## src/rtl/irq_controller_if.sv

```systemverilog
// irq_controller_if
//   Groups the core-facing interrupt handshake and the software register
//   window of irq_controller into one bundle.
//   Handshake : irq_req, irq_id, irq_vec (controller -> core)
//               irq_ack, irq_ret         (core -> controller, one-cycle pulses)
//   Registers : reg_we, reg_addr, reg_wdata (bus -> controller)
//               reg_rdata                   (controller -> bus, registered)
//   Modports  : slave  = the controller, master = the core / bus side.
interface irq_controller_if #(
   parameter int VEC_W = 16
);
   logic             irq_req;
   logic [2:0]       irq_id;
   logic [VEC_W-1:0] irq_vec;
   logic             irq_ack;
   logic             irq_ret;
   logic             reg_we;
   logic [2:0]       reg_addr;
   logic [7:0]       reg_wdata;
   logic [7:0]       reg_rdata;

   modport slave (
      output irq_req, irq_id, irq_vec, reg_rdata,
      input  irq_ack, irq_ret, reg_we, reg_addr, reg_wdata
   );

   modport master (
      input  irq_req, irq_id, irq_vec, reg_rdata,
      output irq_ack, irq_ret, reg_we, reg_addr, reg_wdata
   );
endinterface

```

## src/rtl/irq_controller.sv

```systemverilog
// irq_controller
//   Collects NUM_SRC request lines (edge or level sensitive, maskable,
//   software-forceable), picks the lowest-index pending+enabled line and
//   presents it to the core as a vectored request with a req/ack/ret
//   handshake. No nesting: one interrupt in service at a time.
//   Ports:
//     clk, reset  : clock, synchronous active-high reset
//     src         : raw request lines, already synchronous to clk
//     user_mode   : interrupts are only taken while the core is in user mode
//     bus         : irq_controller_if.slave (handshake + register window)
//   Register map (reg_addr):
//     0 PEND (W1C on edge-mode bits), 1 MASK, 2 EDGE (1 = rising edge),
//     3 FORCE (W1S, reads 0), 4 ACTIVE (ro), 5 VBASE[7:0],
//     6 VBASE[VEC_W-1:8], 7 reads 0.
//   VEC_W is expected in 9..16 so that VBASE fits in the two byte registers.
module irq_controller #(
   parameter int NUM_SRC = 8,
   parameter int VEC_W   = 16
) (
   input  logic               clk,
   input  logic               reset,
   input  logic [NUM_SRC-1:0] src,
   input  logic               user_mode,
   irq_controller_if.slave    bus
);

   typedef enum logic [1:0] {S_IDLE, S_REQ, S_SERVICE} state_t;

   state_t             state_q;
   logic               irq_req_q;
   logic [2:0]         irq_id_q;
   logic [VEC_W-1:0]   irq_vec_q;

   logic [NUM_SRC-1:0] src_q, src_d;
   logic [NUM_SRC-1:0] lat_q, lat_d;
   logic [NUM_SRC-1:0] mask_q, mask_d;
   logic [NUM_SRC-1:0] edge_q, edge_d;
   logic [NUM_SRC-1:0] active_q, active_d;
   logic [VEC_W-1:0]   vbase_q, vbase_d;
   logic [7:0]         rdata_q, rdata_d;

   logic [NUM_SRC-1:0] pend;
   logic [NUM_SRC-1:0] id_oh;
   logic [NUM_SRC-1:0] wdata_src;
   logic [15:0]        vbase_ext;
   logic               cand_found;
   logic [2:0]         cand_id;
   logic               ack_take;
   logic               ret_take;
   logic               withdraw;
   logic               wr_pend, wr_force;

   function automatic logic [VEC_W-1:0] vec_of(input logic [VEC_W-1:0] base,
                                                input logic [2:0]       id);
      return base + VEC_W'({id, 2'b00});
   endfunction

   // lat_q holds captured edges for edge-mode lines and the software-forced
   // bit for level-mode lines, so a level line is pending while its sampled
   // input is high or it has been forced.
   assign pend      = lat_q | (src_q & ~edge_q);
   assign id_oh     = NUM_SRC'(1) << irq_id_q;
   assign wdata_src = bus.reg_wdata[NUM_SRC-1:0];
   assign vbase_ext = 16'(vbase_q);
   assign ack_take  = (state_q == S_REQ) && bus.irq_ack;
   assign ret_take  = (state_q == S_SERVICE) && bus.irq_ret;
   assign withdraw  = ~(|(id_oh & pend & mask_q)) || !user_mode;
   assign wr_pend   = bus.reg_we && (bus.reg_addr == 3'd0);
   assign wr_force  = bus.reg_we && (bus.reg_addr == 3'd3);

   // Fixed priority: lowest index wins, so scan downwards and keep the last hit.
   always_comb begin
      cand_found = 1'b0;
      cand_id    = '0;
      for (int i = NUM_SRC - 1; i >= 0; i--) begin
         if (pend[i] && mask_q[i]) begin
            cand_found = 1'b1;
            cand_id    = 3'(i);
         end
      end
   end

   always_comb begin
      src_d    = src;
      mask_d   = mask_q;
      edge_d   = edge_q;
      vbase_d  = vbase_q;
      active_d = active_q;
      rdata_d  = 8'h00;

      // Clears first, then sets, so a new edge or a force beats a W1C or ack
      // hitting the same bit in the same cycle.
      lat_d = lat_q;
      if (wr_pend)  lat_d = lat_d & ~(wdata_src & edge_q);
      if (ack_take) lat_d = lat_d & ~id_oh;
      lat_d = lat_d | (src & ~src_q & edge_q);
      if (wr_force) lat_d = lat_d | wdata_src;

      if (bus.reg_we) begin
         case (bus.reg_addr)
            3'd1:    mask_d = wdata_src;
            3'd2:    edge_d = wdata_src;
            3'd5:    vbase_d[7:0] = bus.reg_wdata;
            3'd6:    vbase_d[VEC_W-1:8] = bus.reg_wdata[VEC_W-9:0];
            default: ;
         endcase
      end

      if (ack_take)      active_d = id_oh;
      else if (ret_take) active_d = '0;

      case (bus.reg_addr)
         3'd0:    rdata_d = 8'(pend);
         3'd1:    rdata_d = 8'(mask_q);
         3'd2:    rdata_d = 8'(edge_q);
         3'd4:    rdata_d = 8'(active_q);
         3'd5:    rdata_d = vbase_ext[7:0];
         3'd6:    rdata_d = vbase_ext[15:8];
         default: rdata_d = 8'h00;
      endcase
   end

   always_ff @(posedge clk) begin
      if (reset) begin
         src_q    <= '0;
         lat_q    <= '0;
         mask_q   <= '0;
         edge_q   <= '1;
         active_q <= '0;
         vbase_q  <= '0;
         rdata_q  <= '0;
      end else begin
         src_q    <= src_d;
         lat_q    <= lat_d;
         mask_q   <= mask_d;
         edge_q   <= edge_d;
         active_q <= active_d;
         vbase_q  <= vbase_d;
         rdata_q  <= rdata_d;
      end
   end

   // Request FSM. id and vector are latched on entry to REQ and held until
   // the next request, so later VBASE writes or higher-priority arrivals do
   // not disturb a request already presented to the core.
   always_ff @(posedge clk) begin
      if (reset) begin
         state_q   <= S_IDLE;
         irq_req_q <= 1'b0;
         irq_id_q  <= '0;
         irq_vec_q <= '0;
      end else begin
         case (state_q)
            S_IDLE: begin
               if (cand_found && user_mode && (active_q == '0)) begin
                  state_q   <= S_REQ;
                  irq_req_q <= 1'b1;
                  irq_id_q  <= cand_id;
                  irq_vec_q <= vec_of(vbase_q, cand_id);
               end
            end
            S_REQ: begin
               // ack has priority over a simultaneous withdraw condition
               if (bus.irq_ack) begin
                  state_q   <= S_SERVICE;
                  irq_req_q <= 1'b0;
               end else if (withdraw) begin
                  state_q   <= S_IDLE;
                  irq_req_q <= 1'b0;
               end
            end
            S_SERVICE: begin
               if (bus.irq_ret) state_q <= S_IDLE;
            end
            default: begin
               state_q   <= S_IDLE;
               irq_req_q <= 1'b0;
            end
         endcase
      end
   end

   assign bus.irq_req   = irq_req_q;
   assign bus.irq_id    = irq_id_q;
   assign bus.irq_vec   = irq_vec_q;
   assign bus.reg_rdata = rdata_q;

endmodule
```

## src/flat_wrapper.sv

```systemverilog
// flat-port wrapper written by rule: the top's interface ports become plain ports
module irq_controller_flat 
#(
   parameter int NUM_SRC = 8,
   parameter int VEC_W   = 16
)
  (clk, reset, src, user_mode, bus_irq_req, bus_irq_id, bus_irq_vec, bus_reg_rdata, bus_irq_ack, bus_irq_ret, bus_reg_we, bus_reg_addr, bus_reg_wdata);
  irq_controller_if #(.VEC_W(VEC_W)) bus_i ();
  input  logic clk;
  input  logic reset;
  input  logic [NUM_SRC-1:0] src;
  input  logic user_mode;
  output wire logic [$bits(bus_i.irq_req)-1:0] bus_irq_req;
  output wire logic [$bits(bus_i.irq_id)-1:0] bus_irq_id;
  output wire logic [$bits(bus_i.irq_vec)-1:0] bus_irq_vec;
  output wire logic [$bits(bus_i.reg_rdata)-1:0] bus_reg_rdata;
  input wire logic [$bits(bus_i.irq_ack)-1:0] bus_irq_ack;
  input wire logic [$bits(bus_i.irq_ret)-1:0] bus_irq_ret;
  input wire logic [$bits(bus_i.reg_we)-1:0] bus_reg_we;
  input wire logic [$bits(bus_i.reg_addr)-1:0] bus_reg_addr;
  input wire logic [$bits(bus_i.reg_wdata)-1:0] bus_reg_wdata;
  assign bus_irq_req = bus_i.irq_req;
  assign bus_irq_id = bus_i.irq_id;
  assign bus_irq_vec = bus_i.irq_vec;
  assign bus_reg_rdata = bus_i.reg_rdata;
  assign bus_i.irq_ack = bus_irq_ack;
  assign bus_i.irq_ret = bus_irq_ret;
  assign bus_i.reg_we = bus_reg_we;
  assign bus_i.reg_addr = bus_reg_addr;
  assign bus_i.reg_wdata = bus_reg_wdata;
  irq_controller #(.NUM_SRC(NUM_SRC), .VEC_W(VEC_W)) u_core (.clk(clk), .reset(reset), .src(src), .user_mode(user_mode), .bus(bus_i));
endmodule
```

## config.mk

```make
export PLATFORM = sky130hd
export DESIGN_NAME = irq_controller_flat
export DESIGN_NICKNAME = d
export VERILOG_FILES = /design/src/rtl/irq_controller_if.sv /design/src/rtl/irq_controller.sv /design/src/flat_wrapper.sv
export SDC_FILE = /design/constraint.sdc
export NUM_CORES = 1
export LEC_CHECK = 0
export BUFFER_PORTS_ARGS = -buffer_cell sky130_fd_sc_hd__buf_2
export CAP_MARGIN = 20
export CORE_ASPECT_RATIO = 0.75
export CORE_MARGIN = 2
export CORE_UTILIZATION = 40
export DETAILED_ROUTE_END_ITERATION = 16
export GPL_TIMING_DRIVEN = 1
export PLACE_DENSITY = 0.68
export SYNTH_ARGS = -nofsm -noshare
export SYNTH_HDL_FRONTEND = slang
export SYNTH_SLANG_ARGS = --single-unit
```

## constraint.sdc

```tcl
create_clock -name clk -period 6.1 [get_ports clk]
set_input_delay 0.61 -clock clk [delete_from_list [all_inputs] [get_ports clk]]
set_output_delay 0.61 -clock clk [all_outputs]
set_load 0.005 [all_outputs]
```

==> metrics.md, run 1 <==
| Metric | Value |
|---|---|
| DR pass1 iterations | `5` |
| # fillers | `955` |
| Reg2Reg Depth | `13` |
| Cts bufs inserted | `9` |
| Yosys cell types | `52` |
| R2R setup slack | `3.13 ns` |
| Cts hold-fix bufs | `0` |
| Core area | `9740 um^2` |
| Buf/Inv on CP | `0` |
| Layout cells sized above 1 | `0.187` |
| GPL Wtd Cong | `1.00` |
| Nets | `548` |
| Final-report hold violation count | `0` |
| Power Density | `270 nW/um^2` |
| Final Hold Slack | `0.485 ns` |
| Critical path data arrival time | `3.16 ns` |
| Initial Util | `0.413` |
| Total GRT Usage | `0.227` |
| Reg power frac | `0.473` |
| Logic pwr share | `0.078` |
| Critical Path Source Type | `flop` |
| Inst Count DP | `640` |
| Post-DP HPWL | `8.72 mm` |
| Worst r2r dst | `u_core.bus.irq_vec[14]` |
| Post-DP Area | `4370 um^2` |
| Area growth from synthesis to layout | `16.2%` |
| Post-synth ARST share | `0` |
| Internal power | `0.973 mW` |
| Crit-path max cell delay | `0.49 ns` |
| DRC Markers | `0` |
| Die width | `120 um` |
| Warnings from Yosys | `0` |
| Synth Cell Area | `4020 um^2` |
| Routed Wire Length | `12.1 mm` |
| Die Span Y | `90.8 um` |
| # H-tree levels | `3` |
| Clock tree from TritonCTS | `built` |
| Sw Ratio | `0.228` |
| Final Cell Area | `4670 um^2` |
| DP Worst Slack | `3.18 ns` |
| Unrepaired setup endpoints after global routing | `no` |
| Most frequent cell after synthesis | `dfxtp_1` |
| Status | `completed` |
| Ant diodes | `0` |
| Pwr Total | `1.26 mW` |
| Row count | `31` |
| Largest net degree at the start of global routing | `80` |
| Hold Path Class | `reg -> reg` |
| CP startpoint | `u_core.edge_q[5]` |
| Die area | `10900 um^2` |
| Cell breakdown of the critical path | `nor2b_2 > o21ai_0 > o311a_1 > o21ai_0 > and2_1 > ha_1 > fa_1 > a21o_1 > nand2b_1 > nor2_1 > nand2_1 > xor2_1 > a211oi_2` |
| Slew HR | `0.220` |
| Core Util, Final | `0.480` |
| Max cap viols | `0` |
| Initial antenna violation count | `0` |
| # setup viols final | `0` |
| WS Path Type | `reg -> reg` |
| Clk sinks | `86` |
| Clk pwr share | `0.449` |
| Seq/Total Area, Yosys | `0.428` |
| Final period util | `0.487` |
| Post-route ant nets | `0` |
| Number of global-route vias before repair | `3472` |
| Top cells by count, synth | `dfxtp_1, nand2_1, a21oi_1` |
| #FFs+latches synth | `86` |
| Crit path required time | `6.29 ns` |
| Worst skew pair latency | `0.34 ns` |
| Ranking of synthesized cells by area | `dfxtp_1, nand2_1, a21oi_1, a211oi_2, nor2_1` |
| EDFF count, synth | `0` |
| Clk root buf | `clkbuf_16` |
| CTS clk-pin slew, worst paths | `0.06 ns` |
| Num ports | `53` |
| Leakage | `1.69 nW` |
| Worst-margin pin slew | `1.17 ns` |
| Cell taking the most area after synthesis | `dfxtp_1` |
| IO buf count | `52` |
| Fin worst setup slack | `3.13 ns` |
| Tmin final | `2.97 ns` |
| DRT iter0 DRCs | `427` |
| Drt wl/cell | `18.5 um` |
| # resized after CTS | `0` |
| Clock Path Buffers | `2` |
| Vias | `3827` |
| Post-CTS setup buffer count | `0` |
| Synth top area share | `0.428` |
| Post-Layout Cell Count | `655` |
| CP endpoint | `u_core.bus.irq_vec[14]` |
| Psw | `0.288 mW` |
| Grt total ovfl | `0` |
| Critical path depth in cells | `13` |
| Slowest CP cell | `fa_1` |
| Worst path top cell family by delay | `compound AO/OA/AOI/OAI gates` |
| Leading register cell type out of synthesis | `dfxtp_1` |
| Synth Net Count | `504` |
| CP dominant cell by count | `o21ai_0` |
| VDD IR max | `0.165 mV` |
| Post-Synthesis Cells | `475` |
| First-pass GRT wire length | `19.0 mm` |
| Worst setup EP type | `flop` |
| Critical path peak fanout | `5` |
| Max Slew Vio Count | `0` |
| Fmax | `0.336 GHz` |
| Worst r2r src | `u_core.edge_q[5]` |
| Via density | `5.84` |
| Syn avg cell area | `8.46 um^2` |
| Clk_skew | `0.00606 ns` |
| Accumulated negative setup slack | `0 ns` |
-- sequential cells by signal, indices dropped and copies added (netlist names) --
name,cells
u_core.active_q,8
u_core.bus.irq_id,3
u_core.bus.irq_req,1
u_core.bus.irq_vec,16
u_core.bus.reg_rdata,8
u_core.edge_q,8
u_core.lat_q,8
u_core.mask_q,8
u_core.src_q,8
u_core.state_q,2
u_core.vbase_ext,16
-- power by group through the flow --
stage                     sequential, mW  clock, mW  combinational [mW]
final                              0.596      0.566              0.0985
after CTS                          0.596      0.574              0.0967
after detailed placement           0.608          0              0.0962
after global routing               0.599      0.598               0.107
after global placement             0.607          0              0.0945
after floorplan                    0.604          0              0.0598
-- how the worst min path moves through the flow --
stage | startpoint | to | slack [ns] | cells after the start
6_report | u_core.active_q[1] | u_core.active_q[1] | 0.48 | 2
5_1_grt | u_core.active_q[6] | u_core.active_q[6] | 0.50 | 2
4_1_cts | u_core.active_q[0] | u_core.active_q[0] | 0.48 | 2
3_5_place_dp | u_core.active_q[0] | u_core.active_q[0] | 0.47 | 2
3_3_place_gp | u_core.active_q[2] | u_core.active_q[2] | 0.47 | 2
2_1_floorplan | u_core.active_q[6] | u_core.active_q[6] | 0.44 | 2
-- worst reg2reg max path, delay by kind of cell (launching register included) --
family / cells / cell delay, ns
AOI/OAI and AO/OA: 5 / 0.95
adders and majority gates: 2 / 0.72
and+or+nand+nor: 5 / 0.56
DFF: 1 / 0.41
xor gates and xnor gates: 1 / 0.18
-- placed cells by master (no fill, tap or decap), types with 3 or more instances in the layout --
| cell type | synthesis | routed |
|---|---|---|
| dfxtp_1 | 86 | 86 |
| nand2_1 | 81 | 81 |
| a21oi_1 | 53 | 53 |
| buf_2 | 3 | 52 |
| nor2_1 | 34 | 34 |
| nand3_1 | 23 | 23 |
| nor2b_1 | 14 | 14 |
| a211oi_2 | 13 | 13 |
| inv_1 | 11 | 11 |
| o21ai_0 | 10 | 10 |
| a22oi_1 | 9 | 9 |
| and3_1 | 9 | 9 |
| clkbuf_16 | 0 | 9 |
| a211o_1 | 8 | 8 |
| a32oi_1 | 8 | 8 |
| a221oi_1 | 7 | 7 |
| xor2_1 | 7 | 7 |
| mux2i_1 | 7 | 7 |
| o21ai_1 | 5 | 5 |
| o211ai_1 | 5 | 5 |
| and2_1 | 5 | 5 |
| xnor2_1 | 5 | 5 |
| nor2b_2 | 4 | 4 |
| nand2b_1 | 4 | 4 |
| o2111ai_1 | 4 | 4 |
| nor2_2 | 4 | 4 |
| buf_4 | 1 | 4 |
| nor3_1 | 3 | 3 |
| nor4_1 | 3 | 3 |
| ha_1 | 3 | 3 |
-- routing by layer --
metal  wire length [um]  vias to the layer above  GRT usage
met3               1290                       12     0.0663
met1               5690                     1853      0.339
met4                 87                        0     0.0441
li1                   -                     1776          -
met2               5030                      186      0.322
met5                  0                        -          0
-- final cells by class --
| type | instances | area [um^2] | area share |
|---|---|---|---|
| clock buffers | 11 | 233 | 0.0498 |
| inverters | 13 | 48.8 | 0.0104 |
| flip-flops and latches | 86 | 1720 | 0.369 |
| clock inverters | 4 | 72.6 | 0.0155 |
| multi-input cells | 353 | 2140 | 0.458 |
| repair buffers | 56 | 290 | 0.0621 |
| well taps | 132 | 165 | 0.0354 |
-- cell families after synthesis --
logic type | share of synthesized area
adder cells (fa/ha/maj) | 0.0143
flip-flops | 0.428
AO/OA/AOI/OAI | 0.236
AND/OR/NAND/NOR | 0.238
buffers and inverters | 0.0392
multiplexers | 0.0174
XOR/XNOR | 0.0261
(Power assumes the default switching activity.)
==> run 2: changes to the inputs <==
--- a/config.mk
+++ b/config.mk
@@ -12,7 +12,7 @@
 export CORE_UTILIZATION = 40
 export DETAILED_ROUTE_END_ITERATION = 16
 export GPL_TIMING_DRIVEN = 1
-export PLACE_DENSITY = 0.68
+export PLACE_DENSITY = 0.7
 export SYNTH_ARGS = -nofsm -noshare
 export SYNTH_HDL_FRONTEND = slang
 export SYNTH_SLANG_ARGS = --single-unit
==> constraint.sdc (replaced) <==
create_clock -name clk -period 2.5 [get_ports clk]
set_input_delay 0.25 -clock clk [delete_from_list [all_inputs] [get_ports clk]]
set_output_delay 0.25 -clock clk [all_outputs]
set_load 0.005 [all_outputs]
==> run 2 against run 1 <==
Compared with the run above:
- the flow now finishes with violations (setup timing)
- worst setup slack worse by 3.2 ns
- register-to-register slack worse by 3.2 ns
- clock skew about the same
- maximum frequency up 17%
- flip-flop and latch count unchanged
- sequential power up 140%
- combinational power rose to 3.0 times the previous value
- core utilization up 5.3 points
- via count up 5.7%
- count of clock-buffer cells in the layout down 1
- highest routed layer unchanged
==> metrics.md, run 2 (synthesis results as in run 1) <==
| Metric | Value |
|---|---|
| Routed Wire Length | `12.7 mm` |
| Area growth from synthesis to layout | `29.1%` |
| Commonest non-fill, non-tap cell in the layout | `dfxtp_1` |
| CTS clk-pin slew, worst paths | `0.06 ns` |
| Via density | `5.74` |
| Accumulated negative setup slack | `-0.0510 ns` |
| Worst-margin pin slew | `0.728 ns` |
| DRC Markers | `0` |
| VDD IR max | `0.391 mV` |
| Core area | `9740 um^2` |
| DRT iter0 DRCs | `410` |
| Max Slew Vio Count | `0` |
| Crit-path max cell delay | `0.32 ns` |
| Layout cells sized above 1 | `0.299` |
| Clock tree from TritonCTS | `built` |
| GRT met3 Usage | `0.0739` |
| Leakage | `1.96 nW` |
| Total GRT Usage | `0.239` |
| Fin worst setup slack | `-0.0341 ns` |
| Worst path top cell family by delay | `compound AO/OA/AOI/OAI gates` |
| Most frequent cells in the layout | `dfxtp_1, nand2_1, a21oi_1, buf_2, buf_4` |
| Ant diodes | `0` |
| # setup viols final | `2` |
| M1 GR Usage | `0.350` |
| Grt total ovfl | `0` |
| Cts hold-fix bufs | `0` |
| Die width | `120 um` |
| Violated checks | `setup timing` |
| Die Span Y | `90.8 um` |
| Hold Path Class | `in -> reg` |
| IO buf count | `52` |
| Inst Count DP | `684` |
| Cell breakdown of the critical path | `nor2b_4 > o21a_2 > o311a_1 > o21ai_2 > and2_4 > ha_4 > fa_2 > a21o_1 > nand2b_1 > nor2_2 > nand2_1 > xor2_2 > a211oi_2` |
| # H-tree levels | `3` |
| Buf/Inv on CP | `0` |
| Clk_skew | `0.00642 ns` |
| Critical path data arrival time | `2.80 ns` |
| Clk sinks | `86` |
| Unrepaired setup endpoints after global routing | `yes` |
| Cts bufs inserted | `9` |
| Nets | `596` |
| Number of global-route vias before repair | `3696` |
| Power Density | `618 nW/um^2` |
| DR pass1 iterations | `6` |
| WS Path Type | `reg -> reg` |
| Final-report hold violation count | `0` |
| Tmin final | `2.53 ns` |
| Critical Path Source Type | `flop` |
| Initial antenna violation count | `0` |
| Max cap viols | `0` |
| Row count | `31` |
| First-pass GRT wire length | `20.0 mm` |
| Largest net degree at the start of global routing | `33` |
| Slew HR | `0.512` |
| Initial Util | `0.413` |
| Post-Layout Cell Count | `704` |
| DP Worst Slack | `-0.146 ns` |
| Drt wl/cell | `18.1 um` |
| Post-route ant nets | `0` |
| Die area | `10900 um^2` |
| Pwr Total | `3.21 mW` |
| Worst skew pair latency | `0.34 ns` |
| Final period util | `1.01` |
| Critical path peak fanout | `3` |
| Grt met2 use | `0.342` |
| Status | `finished with violations` |
| Slowest CP cell | `dfxtp_2` |
| Post-DP HPWL | `9.29 mm` |
| Busiest grt layer | `met1` |
| Clock Path Buffers | `2` |
| Num ports | `53` |
| Worst setup EP type | `flop` |
| Vias | `4044` |
| Crit path required time | `2.77 ns` |
| Clk root buf | `clkbuf_16` |
| GPL Wtd Cong | `0.965` |
| Fmax | `0.395 GHz` |
-- run 2: cell count changes in the layout (fill, tap and decap cells not counted), moves of 3 or more --
cell / delta
nor2b_4: +3
buf_4: +46
o21ai_0: -3
xor2_2: +4
nor2b_1: -3
o21ai_2: +4
xor2_1: -4
-- run 2: power breakdown --
group          internal, mW  switching (mW)  total (mW)  leakage [nW]
logic                 0.122           0.168       0.291          1.10
registers              1.42          0.0341        1.45         0.701
clock network         0.909           0.561        1.47         0.159
-- run 2: layout make-up --
cell class,instances,area [um^2]
well taps,132,165
multi-input cells,353,2250
clock inverters,6,93.8
clock buffers,10,239
repair buffers,104,667
fillers,917,4540
flip-flops and latches,86,1720
inverters,13,48.8
-- run 2: routing by layer --
metal | up-vias | routed length, um
met5 | - | 0
met4 | 0 | 237
met3 | 42 | 1320
met2 | 222 | 5300
met1 | 1907 | 5890
li1 | 1873 | -
-- run 2: metrics by stage --
| stage | hold WS (ns) | instance area, um^2 | util |
|---|---|---|---|
| floorplan | 0.378 | 4030 | - |
| global placement | 0.467 | 4720 | 0.485 |
| detailed placement | 0.473 | 4720 | 0.485 |
| CTS | 0.126 | 5080 | 0.522 |
| global route | 0.126 | 5190 | 0.533 |
| finish | 0.133 | 5190 | 0.533 |
-- run 2: path summary, 6_finish.rpt --
check,start,to,slack (ns),depth (start not counted)
worst max-delay path,u_core.src_q[6],u_core.bus.irq_vec[14],-0.03,13
worst min-delay path,src[7],u_core.src_q[7],0.13,2
worst max register to register,u_core.src_q[6],u_core.bus.irq_vec[14],-0.03,13
worst min register to register,u_core.active_q[2],u_core.active_q[2],0.49,2
-- run 2: repair_timing --
item	4_1_cts	5_1_grt
pin swaps	5	16
setup endpoints to repair	7	11
buffers inserted	2	2
resized for setup	6	21
==> run 3: changes to the inputs <==
--- a/config.mk
+++ b/config.mk
@@ -9,10 +9,11 @@
 export CAP_MARGIN = 20
 export CORE_ASPECT_RATIO = 0.75
 export CORE_MARGIN = 2
-export CORE_UTILIZATION = 40
+export CORE_UTILIZATION = 35
 export DETAILED_ROUTE_END_ITERATION = 16
 export GPL_TIMING_DRIVEN = 1
-export PLACE_DENSITY = 0.7
+export PLACE_DENSITY = 0.64
+export SKIP_LAST_GASP = 1
 export SYNTH_ARGS = -nofsm -noshare
 export SYNTH_HDL_FRONTEND = slang
 export SYNTH_SLANG_ARGS = --single-unit
==> run 3 against run 2 <==
Compared with the run above:
- the run now ends clean
- flip-flop and latch count unchanged
- worst hold slack better by 0.0024 ns
- maximum frequency up 2.4%
- global-route usage down 1.9 points
- non-clock buffer count up 3
- first-iteration DRC count up 9.3%
- count of clock-buffer cells in the layout unchanged
- sequential share of layout area down 0.11 points
- total power down 2.1%
- core utilization down 6.2 points
- wire length up 5.2%
- final area up 0.41%
- critical endpoint unchanged
- largest power group is now sequential cells
==> metrics.md, run 3 (synthesis results as in run 1) <==
| Metric | Value |
|---|---|
| Final Cell Area | `5210 um^2` |
| Max Slew Vio Count | `0` |
| Final period util | `0.989` |
| Clock tree from TritonCTS | `built` |
| DR pass1 iterations | `5` |
| Cell breakdown of the critical path | `nor2b_2 > o21a_1 > o21ai_1 > o21ai_2 > and2_4 > ha_4 > fa_2 > a21o_1 > nand2b_1 > nor2_2 > nand2_1 > xor2_1 > a211oi_2` |
| Initial antenna violation count | `0` |
| Row count | `33` |
| Critical path data arrival time | `2.70 ns` |
| Nets | `599` |
| Initial Util | `0.363` |
| Ant diodes | `0` |
| Commonest non-fill, non-tap cell in the layout | `dfxtp_1` |
| Num ports | `53` |
| Layout cells sized above 1 | `0.306` |
| Unrepaired setup endpoints after global routing | `yes` |
| Die area | `12400 um^2` |
| # setup viols final | `0` |
| Total GRT Usage | `0.219` |
| Routed Wire Length | `13.4 mm` |
| Psw | `0.793 mW` |
| Tmin final | `2.47 ns` |
| IO buf count | `52` |
| Post-route ant nets | `0` |
| Grt total ovfl | `0` |
| Fin worst setup slack | `0.0263 ns` |
| Fmax | `0.404 GHz` |
| Pwr Total | `3.14 mW` |
| Critical Path Source Type | `flop` |
| Final Hold Slack | `0.135 ns` |
| Slowest CP cell | `fa_2` |
| Worst setup EP type | `flop` |
| Vias | `4000` |
| Crit path required time | `2.72 ns` |
| Power Density | `603 nW/um^2` |
| Clock Path Buffers | `2` |
| Reg power frac | `0.461` |
| Post-DP Area | `4770 um^2` |
| WS Path Type | `reg -> reg` |
| Drt wl/cell | `18.7 um` |
| Largest net degree at the start of global routing | `80` |
| DRC Markers | `0` |
| Clk_skew | `0.00701 ns` |
| Die width | `128 um` |
| DRT iter0 DRCs | `448` |
| Leakage | `1.95 nW` |
| Logic pwr share | `0.095` |
| CTS clk-pin slew, worst paths | `0.06 ns` |
| Die Span Y | `96.8 um` |
| Hold Path Class | `in -> reg` |
| Cts bufs inserted | `9` |
| Clk sinks | `86` |
| Internal power | `2.35 mW` |
| Post-DP HPWL | `9.78 mm` |
| # fillers | `1110` |
| First-pass GRT wire length | `20.6 mm` |
| Number of global-route vias before repair | `3608` |
| Status | `completed` |
| Worst-margin pin slew | `0.632 ns` |
| Area growth from synthesis to layout | `29.7%` |
| GPL Wtd Cong | `0.952` |
| Slew HR | `0.578` |
| Critical path peak fanout | `3` |
| Clk pwr share | `0.444` |
| Clk root buf | `clkbuf_16` |
| Crit-path max cell delay | `0.39 ns` |
| Sw Ratio | `0.252` |
| Core Util, Final | `0.471` |
| Final-report hold violation count | `0` |
| Core area | `11100 um^2` |
| VDD IR max | `0.364 mV` |
| Most frequent cells in the layout | `dfxtp_1, nand2_1, buf_4` |
| # H-tree levels | `3` |
| DP Worst Slack | `-0.177 ns` |
| Via density | `5.59` |
| Worst skew pair latency | `0.35 ns` |
| Max cap viols | `0` |
-- run 3: cell count changes in the layout (fill, tap and decap cells not counted), moves of 2 or more --
cell        previous run  this run
buf_4                 50        53
xor2_2                 4         2
xor2_1                 3         5
o21ai_1                4         2
clkinvlp_4             1         3
o21ai_2                4         6
-- run 3: power groups by stage --
stage | registers [mW] | clock network [mW] | logic [mW]
2_1_floorplan | 1.48 | 0 | 0.146
3_3_place_gp | 1.47 | 0 | 0.281
3_5_place_dp | 1.48 | 0 | 0.285
4_1_cts | 1.44 | 1.42 | 0.289
5_1_grt | 1.45 | 1.48 | 0.322
6_report | 1.45 | 1.40 | 0.299
-- run 3: path summary, 6_finish.rpt --
path | startpoint | to | cells past startpoint | slack (ns)
hold / removal | src[4] | u_core.src_q[4] | 2 | 0.14
setup reg to reg | u_core.src_q[3] | u_core.bus.irq_vec[14] | 13 | 0.03
setup / recovery | u_core.src_q[3] | u_core.bus.irq_vec[14] | 13 | 0.03
hold reg to reg | u_core.active_q[3] | u_core.active_q[3] | 2 | 0.49
-- run 3: final cells by class --
| cell class | count | area [um^2] | area share |
|---|---|---|---|
| well taps | 140 | 175 | 0.0336 |
| inverters | 13 | 48.8 | 0.00936 |
| clock buffers | 10 | 239 | 0.0458 |
| repair buffers | 107 | 698 | 0.134 |
| clock inverters | 6 | 70.1 | 0.0134 |
| flip-flops and latches | 86 | 1730 | 0.331 |
| multi-input cells | 353 | 2260 | 0.433 |
-- run 3: what timing repair did --
action,CTS,global route
cloned,0,0
endpoints found under the hold margin,0,0
gates resized for setup,11,17
setup endpoints to repair,9,9
pin swaps,5,7
hold buffers,0,0
setup buffers,1,3
-- run 3: layer usage --
| metal | up-vias | share of wire | global-route usage |
|---|---|---|---|
| met5 | - | 0 | 0 |
| met4 | 0 | 0.019 | 0.0642 |
| met3 | 17 | 0.092 | 0.0548 |
| met2 | 167 | 0.40 | 0.290 |
| met1 | 1937 | 0.48 | 0.342 |
| li1 | 1879 | - | - |
-- run 3: through the flow --
stage,std cells,setup TNS [ns]
6_report,715,0
3_5_place_dp,696,-0.824
3_3_place_gp,696,-0.320
5_1_grt,715,-0.396
4_1_cts,713,0
2_1_floorplan,475,0
-- run 3: critical path, delay by kind of cell, from the launching register on --
family          cells  cell delay, ns
simple gates        5            0.61
flops               1            0.31
xor+xnor            1            0.18
compound gates      5            0.70
fa+ha+maj           2            0.55
